--- config.mk ---
export PLATFORM = sky130hd
export DESIGN_NAME = uart_rx
export DESIGN_NICKNAME = d
export VERILOG_FILES = /design/src/rtl/uart_rx.sv
export SDC_FILE = /design/constraint.sdc
export NUM_CORES = 1
export LEC_CHECK = 0
export BUFFER_PORTS_ARGS = -buffer_cell sky130_fd_sc_hd__buf_2
export CORE_UTILIZATION = 30
export CTS_CLUSTER_DIAMETER = 60
export DETAILED_ROUTE_END_ITERATION = 12
export PLACE_DENSITY = 0.52
export SYNTH_ARGS = -nofsm -noshare
export SYNTH_HDL_FRONTEND = slang
export SYNTH_SLANG_ARGS = --single-unit
--- constraint.sdc ---
create_clock -name CLK -period 2.6 [get_ports CLK]
set_input_delay 0.26 -clock CLK [delete_from_list [all_inputs] [get_ports CLK]]
set_output_delay 0.26 -clock CLK [all_outputs]
set_load 0.03 [all_outputs]
--- src/rtl/uart_rx.sv ---
`default_nettype none
// ============================================================================
//  Module      : uart_rx
//  Description : Oversampling UART receiver. RX_IN is double-flopped into
//                rx_s. A falling edge on rx_s starts a frame. Each bit is
//                sampled at mid-period. An optional parity bit and the stop
//                bit are checked. A good frame updates P_DATA and pulses
//                data_valid for one cycle. A bad frame pulses parity_error
//                and/or stop_error and leaves P_DATA unchanged.
//  Ports       : CLK           - receiver clock, OVERSAMPLE x baud
//                RST           - synchronous active-high reset
//                RX_IN         - serial line, idle high, asynchronous
//                parity_enable - 1 = a parity bit follows the data bits
//                parity_type   - 0 = even, 1 = odd
//                P_DATA        - last good received word
//                data_valid    - one-cycle pulse when P_DATA is updated
//                parity_error  - one-cycle pulse on a parity mismatch
//                stop_error    - one-cycle pulse when the stop bit is 0
//                busy          - high while a frame is being received
//  Options     : UART_RX_MAJORITY_EN - each bit is the 2-of-3 majority of the
//                samples at edge_cnt S-1, S and S+1. Decisions move to S+1,
//                which adds one cycle of latency.
//  Revision    : 1.0 - initial release
// ============================================================================
`ifndef WIDTH
`define WIDTH 8
`endif

module uart_rx #(
    parameter int DATA_WIDTH = `WIDTH,
    parameter int OVERSAMPLE = 8
) (
    input  logic                  CLK,
    input  logic                  RST,
    input  logic                  RX_IN,
    input  logic                  parity_enable,
    input  logic                  parity_type,
    output logic [DATA_WIDTH-1:0] P_DATA,
    output logic                  data_valid,
    output logic                  parity_error,
    output logic                  stop_error,
    output logic                  busy
);

    localparam int CNT_W  = $clog2(OVERSAMPLE);
    localparam int BIT_W  = (DATA_WIDTH > 1) ? $clog2(DATA_WIDTH) : 1;
    localparam int SAMPLE = OVERSAMPLE / 2;

    localparam logic [CNT_W-1:0] CNT_LAST = CNT_W'(OVERSAMPLE - 1);
    localparam logic [BIT_W-1:0] BIT_LAST = BIT_W'(DATA_WIDTH - 1);

    // Every counter comparison is made on the value held before an edge.
    // "Acting at edge_cnt == N" therefore means comparing against N-1, so the
    // decision is registered on the same edge that moves edge_cnt to N.
`ifdef UART_RX_MAJORITY_EN
    localparam logic [CNT_W-1:0] CNT_HIST_A = CNT_W'(SAMPLE - 2);
    localparam logic [CNT_W-1:0] CNT_HIST_B = CNT_W'(SAMPLE - 1);
    localparam logic [CNT_W-1:0] CNT_DECIDE = CNT_W'(SAMPLE);
`else
    localparam logic [CNT_W-1:0] CNT_DECIDE = CNT_W'(SAMPLE - 1);
`endif

    typedef enum logic [2:0] {
        ST_IDLE   = 3'd0,
        ST_START  = 3'd1,
        ST_DATA   = 3'd2,
        ST_PARITY = 3'd3,
        ST_STOP   = 3'd4
    } state_t;

    state_t                  state_q, state_d;
    logic                    sync_q, rx_s_q;
    logic [CNT_W-1:0]        edge_cnt_q, edge_cnt_d;
    logic [BIT_W-1:0]        bit_cnt_q, bit_cnt_d;
    logic [DATA_WIDTH-1:0]   shift_q, shift_d;
    logic                    par_en_q, par_en_d;
    logic                    par_type_q, par_type_d;
    logic                    par_err_q, par_err_d;
    logic [DATA_WIDTH-1:0]   p_data_q, p_data_d;
    logic                    data_valid_q, data_valid_d;
    logic                    parity_error_q, parity_error_d;
    logic                    stop_error_q, stop_error_d;

    logic                    w_decide;
    logic                    w_wrap;
    logic                    w_bit;

`ifdef UART_RX_MAJORITY_EN
    logic [1:0]              hist_q, hist_d;

    // Two earlier samples are held in hist_q; the third is the live rx_s.
    assign w_bit = (hist_q[1] & hist_q[0]) | (hist_q[1] & rx_s_q) | (hist_q[0] & rx_s_q);

    always_comb begin
        hist_d = hist_q;
        if (edge_cnt_q == CNT_HIST_A || edge_cnt_q == CNT_HIST_B) begin
            hist_d = {hist_q[0], rx_s_q};
        end
    end

    always_ff @(posedge CLK) begin
        if (RST) begin
            hist_q <= 2'b11;
        end else begin
            hist_q <= hist_d;
        end
    end
`else
    assign w_bit = rx_s_q;
`endif

    assign w_decide = (edge_cnt_q == CNT_DECIDE);
    assign w_wrap   = (edge_cnt_q == CNT_LAST);

    always_comb begin
        state_d        = state_q;
        edge_cnt_d     = w_wrap ? '0 : edge_cnt_q + CNT_W'(1);
        bit_cnt_d      = bit_cnt_q;
        shift_d        = shift_q;
        par_en_d       = par_en_q;
        par_type_d     = par_type_q;
        par_err_d      = par_err_q;
        p_data_d       = p_data_q;
        data_valid_d   = 1'b0;
        parity_error_d = 1'b0;
        stop_error_d   = 1'b0;

        case (state_q)
            ST_IDLE: begin
                edge_cnt_d = '0;
                if (!rx_s_q) begin
                    state_d    = ST_START;
                    bit_cnt_d  = '0;
                    par_en_d   = parity_enable;
                    par_type_d = parity_type;
                    par_err_d  = 1'b0;
                end
            end
            ST_START: begin
                if (w_decide && w_bit) begin
                    // Line went back high before mid-bit: not a real start.
                    state_d    = ST_IDLE;
                    edge_cnt_d = '0;
                end else if (w_wrap) begin
                    state_d   = ST_DATA;
                    bit_cnt_d = '0;
                end
            end
            ST_DATA: begin
                if (w_decide) begin
                    shift_d = {w_bit, shift_q[DATA_WIDTH-1:1]};
                end
                if (w_wrap) begin
                    if (bit_cnt_q == BIT_LAST) begin
                        state_d   = par_en_q ? ST_PARITY : ST_STOP;
                        bit_cnt_d = '0;
                    end else begin
                        bit_cnt_d = bit_cnt_q + BIT_W'(1);
                    end
                end
            end
            ST_PARITY: begin
                if (w_decide) begin
                    par_err_d = w_bit ^ (^shift_q) ^ par_type_q;
                end
                if (w_wrap) begin
                    state_d = ST_STOP;
                end
            end
            ST_STOP: begin
                if (w_decide) begin
                    if (w_bit && !par_err_q) begin
                        p_data_d     = shift_q;
                        data_valid_d = 1'b1;
                    end
                    parity_error_d = par_err_q;
                    stop_error_d   = ~w_bit;
                    // Leave half a bit early so a back-to-back start is seen.
                    state_d        = ST_IDLE;
                    edge_cnt_d     = '0;
                end
            end
            default: begin
                state_d    = ST_IDLE;
                edge_cnt_d = '0;
            end
        endcase
    end

    always_ff @(posedge CLK) begin
        if (RST) begin
            sync_q         <= 1'b1;
            rx_s_q         <= 1'b1;
            state_q        <= ST_IDLE;
            edge_cnt_q     <= '0;
            bit_cnt_q      <= '0;
            shift_q        <= '0;
            par_en_q       <= 1'b0;
            par_type_q     <= 1'b0;
            par_err_q      <= 1'b0;
            p_data_q       <= '0;
            data_valid_q   <= 1'b0;
            parity_error_q <= 1'b0;
            stop_error_q   <= 1'b0;
        end else begin
            sync_q         <= RX_IN;
            rx_s_q         <= sync_q;
            state_q        <= state_d;
            edge_cnt_q     <= edge_cnt_d;
            bit_cnt_q      <= bit_cnt_d;
            shift_q        <= shift_d;
            par_en_q       <= par_en_d;
            par_type_q     <= par_type_d;
            par_err_q      <= par_err_d;
            p_data_q       <= p_data_d;
            data_valid_q   <= data_valid_d;
            parity_error_q <= parity_error_d;
            stop_error_q   <= stop_error_d;
        end
    end

    assign P_DATA       = p_data_q;
    assign data_valid   = data_valid_q;
    assign parity_error = parity_error_q;
    assign stop_error   = stop_error_q;
    assign busy         = (state_q != ST_IDLE);

endmodule

`default_nettype wire
# ---- Word-level counts from Yosys, hierarchy flattened
# Index checks and enable logic that the tools add are counted.
dict set report totals {
  register_bits 33
  wordCells 75
  in_bits 5
}
dict set report op_classes {
  addsub 2
  mux 23
  n_reduce_logical 16
  n_bitwise 5
  n_eq_ne 16
}
# op count
set ops {}
lappend ops {{two-way mux 3 bit} 16}
lappend ops {{one-hot mux 3 bit (3 select lines)} 2}
lappend ops {{inequality test 2 bit (second input constant)} 8}
lappend ops {{one-hot mux 3 bit (5 select lines)} 1}
lappend ops {{== test 3 x 2 -> 1 bit (second input constant)} 3}
lappend ops {{== test 3 bit (second input constant)} 3}
lappend ops {{XOR reduction 8 bit} 1}
lappend ops {{adder 3 x 1 -> 3 bit (second input constant)} 2}
lappend ops {{AND reduction 3 bit} 2}
lappend ops {{AND reduction 6 bit} 1}
lappend ops {{nonzero test 3 bit} 2}
lappend ops {{AND reduction 5 bit} 1}
lappend ops {{AND reduction 2 bit} 2}
lappend ops {{== test 3 x 1 -> 1 bit (second input constant)} 1}
lappend ops {{logical NOT 3 bit} 1}
lappend ops {{two-way mux 1 bit} 3}
lappend ops {{inequality test 3 bit (second input constant)} 1}
lappend ops {{inverter 1 bit} 3}
lappend ops {{OR reduction 3 bit} 1}
lappend ops {{logical AND 1 bit} 2}
lappend ops {{one-hot mux 1 bit (2 select lines)} 1}
lappend ops {{nonzero test 2 bit} 1}
lappend ops {{OR reduction 2 bit} 1}
lappend ops {{XOR 1 bit} 2}
lappend ops {{logical NOT 1 bit} 1}

# ---- Depth between registers and ports, before layout
dict set report depth {
  depth_word 5
  mapped_depth 7
  ltp_nobuf 7
}

# ---- Worst setup path before layout
# Ideal clock, no wire load.
dict set report synth_timing {
  kind {reg2reg}
  start {reg edge_cnt_q[0]}
  end {reg bit_cnt_q[0]}
  required_time_ps 2530
  stages_incl_launch_ff 8
  n_path_buf 0
  t_arrival_ps 1769
  synth_period_minus_slack_ps 1839
  setup_slack_ps 761
  cell_sequence {dfxtp_1 ha_1 ha_1 nand2b_1 a21oi_2 o21ai_2 or4b_1 a21oi_1}
}
dict set report synth_via {
  elab_chain_cells 4
  word_cells_on_any_way 7
}
# item line
set synth_rtl {}
lappend synth_rtl {{start, declared} 73} ;# logic [CNT_W-1:0] edge_cnt_q, edge_cnt_d;
lappend synth_rtl {{start signal, assigned} 209} ;# edge_cnt_q <= edge_cnt_d;
lappend synth_rtl {{== test 3 x 2 -> 1 bit} 112} ;# assign w_decide = (edge_cnt_q == CNT_DECIDE);
lappend synth_rtl {{logical AND 1 bit} 140} ;# if (w_decide && w_bit) begin
lappend synth_rtl {{inequality test 2 bit (no source line)} --}
lappend synth_rtl {{AND reduction 5 bit (no source line) *} --}
lappend synth_rtl {{end signal, assigned} 210} ;# bit_cnt_q <= bit_cnt_d;
lappend synth_rtl {{end, declared} 74} ;# logic [BIT_W-1:0] bit_cnt_q, bit_cnt_d;
# Mark *: on every way between the ends. The rest lies on a longest branch, timed or not.
# A chain may end at the register's enable or synchronous reset.

# ---- Worst setup path in the final report
# Same ends and word-level chain as after synthesis.

==> results_dict.tcl <==
set metrics [dict create \
    finalCriticalPeriod_ns 2.02 \
    min-delay-start "RX_IN" \
    async_flop_share_pct 0 \
    fmax_ghz 0.496 \
    cts_tree "built" \
    area_growth_pct 14.9 \
    synth_area_leaders "dfxtp_1 (43%), mux2i_1 (13%), nor2_1 (6.9%)" \
    diodes 0 \
    final.setup_skew_ns 0.00713 \
    cts_inserted_buffers 5 \
    setup_viol_count_final 0 \
    syn-num-nets 169 \
    groute.usage.overall_pct 12.0 \
    hold_viol_final 0 \
    ys_seq_area_share_pct 43.4 \
    start_kind "register" \
    drt_pre_antenna_iters 4 \
    io_pins 17 \
    port_buffers 16 \
    synth-edff-count 0 \
    drt-met1-wl_mm 1.33 \
    die_w_um 73.2 \
    startpoint "edge_cnt_q[0]" \
    antenna_left 0 \
    cts-htree-levels 2 \
    yosys_warnings 0 \
    core_um2 4790 \
    cts_sinks 33 \
    synth_top_cell_by_area "dfxtp_1" \
    clockBufferDepth 2 \
    cts.repair.resized 0 \
    grt_max_degree 31 \
    grt_pass1_wl_mm 4.75 \
    power_density_nw_per_um2 705 \
    cp_max_fo 7 \
    nets 184 \
    wl_met2_mm 1.31 \
    dr.max_layer_used "met4" \
    yosysUniqueCellTypes 37 \
    die_h_um 73.2 \
    drt_iter0_drc 47 \
    dp_hpwl_mm 1.98 \
    yosysMostFrequentCell "dfxtp_1" \
    crit_arrival_ns 2.23 \
    wl_mm 2.83 \
    antenna_found_initial 0 \
    num_vias 1113 \
    drc 0 \
    relSlewSlack_pct 62.6 \
    status "completed" \
    clk_latency_ns 0.29 \
    grt_overflow 0 \
    gp_routability_congestion 0.804 \
    fill_cells 506 \
    ir_drop_v 0.000254 \
    cts_hold_buf 0 \
    drv_cap 0 \
    syn-cell-area_um2 1520 \
    path_clk_slew_ns 0.06 \
    detail_route.wl_per_cell_um 11.9 \
    finalSetupTns_ns 0 \
    fin_crit_sh_pct 77.6 \
    hp-class "input port to register" \
    slew_viol_final 0 \
    whs_ns 0.156 \
    initial_utilization_pct 31.8 \
    syn_avg_cell_area_um2 9.69 \
    cp_data_required_time_ns 2.82 \
    path_class "register to register" \
    postCtsSetupBuffers 0 \
    die_area_um2 5360 \
    cts_root_buf "clkbuf_8" \
    routed-wl-met3_um 137 \
    fp-row-count 25 \
    crit_path_end_kind "register" \
    synthCells 157 \
    synth_ff_type "dfxtp_1" \
    leakage_nw 0.723 \
    vias_per_cell 4.66 \
    ys_seq_elements 33 \
    netlist_top_cells_count "dfxtp_1 (33), nor2_1 (28), mux2i_1 (20)" \
    drive_gt1_share_pct 18.6 \
    grt_pass1_vias 1038 \
    rsz0062_at_grt "no" \
    tightest_slew_ns 0.561 \
    synth_top_cell_area_share_pct 43.4 \
    timing.rr.start "edge_cnt_q[0]" \
]
==> state kept, by name (all words and copies together), names as in the netlist <==
name / flops
par_en_q: 1
bit_cnt_q: 3
stop_error: 1
sync_q: 1
par_type_q: 1
parity_error: 1
edge_cnt_q: 3
P_DATA: 8
par_err_q: 1
data_valid: 1
state_q: 3
rx_s_q: 1
shift_q: 8
==> cells by family after synthesis <==
family | after synthesis | synth area share (%)
AND/OR/NAND/NOR | 55 | 18.0
flip-flops | 33 | 43.4
AO/OA/AOI/OAI | 20 | 9.95
multiplexers | 20 | 13.2
buffers and inverters | 14 | 4.19
XOR/XNOR | 8 | 5.51
adder cells (fa/ha/maj) | 7 | 5.76
==> routing by layer <==
layer,vias to the layer above,GRT usage [%]
met3,8,4.14
met4,0,5.88
li1,566,-
met2,18,19.7
met5,-,0
met1,521,13.9
==> worst paths after layout <==
kind,to,cells after the start,slack [ns]
setup / recovery,bit_cnt_q[0],7,0.58
hold / removal,sync_q,2,0.16
setup reg to reg,bit_cnt_q[0],7,0.58
hold reg to reg,rx_s_q,1,0.41
==> through the flow <==
stage / setup slack [ns] / instances / total power, W / instance area, µm² / utilization [%]
CTS: 0.570 / 239 / 0.00124 / 1750 / 36.5
global route: 0.478 / 239 / 0.00130 / 1750 / 36.5
floorplan: 0.761 / 157 / 0.000747 / 1520 / -
detailed placement: 0.590 / 232 / 0.000783 / 1640 / 34.4
finish: 0.583 / 239 / 0.00123 / 1750 / 36.5
global placement: 0.671 / 232 / 0.000779 / 1640 / 34.4
==> cells in the final DEF (no fill, tap or decap), types with 3 or more instances in the layout <==
master	instances
xnor2_1	7
mux2i_1	20
inv_1	4
clkbuf_8	5
buf_2	16
a21oi_1	7
ha_1	7
nor2_1	28
nand2_1	8
dfxtp_1	33
nor3b_1	3
o2111ai_1	3
==> layout make-up <==
class,count,area [µm²],area share (%)
Clock buffer,5,68.8,3.94
Sequential cell,33,661,37.8
Multi-Input combinational cell,110,797,45.6
Tap cell,67,83.8,4.80
Clock inverter,2,35.0,2.00
Timing Repair Buffer,16,80.1,4.58
Inverter,6,22.5,1.29
==> worst max-delay path, stage by stage, from the launching register on <==
cell      delay [ns]
dfxtp_1         0.32
ha_1            0.25
ha_1            0.28
nand2b_1        0.19
a21oi_2         0.21
o21ai_2         0.10
or4b_1          0.48
a21oi_1         0.13
==> where the power goes <==
part           internal (W)  total (W)  leakage [nW]  switching [W]
Combinational     0.0000825   0.000206         0.402       0.000124
Sequential         0.000527   0.000567         0.267      0.0000405
Clock              0.000278   0.000458        0.0540       0.000180
Total              0.000887    0.00123         0.723       0.000344
Note: power is estimated with default switching activity, not from simulation.
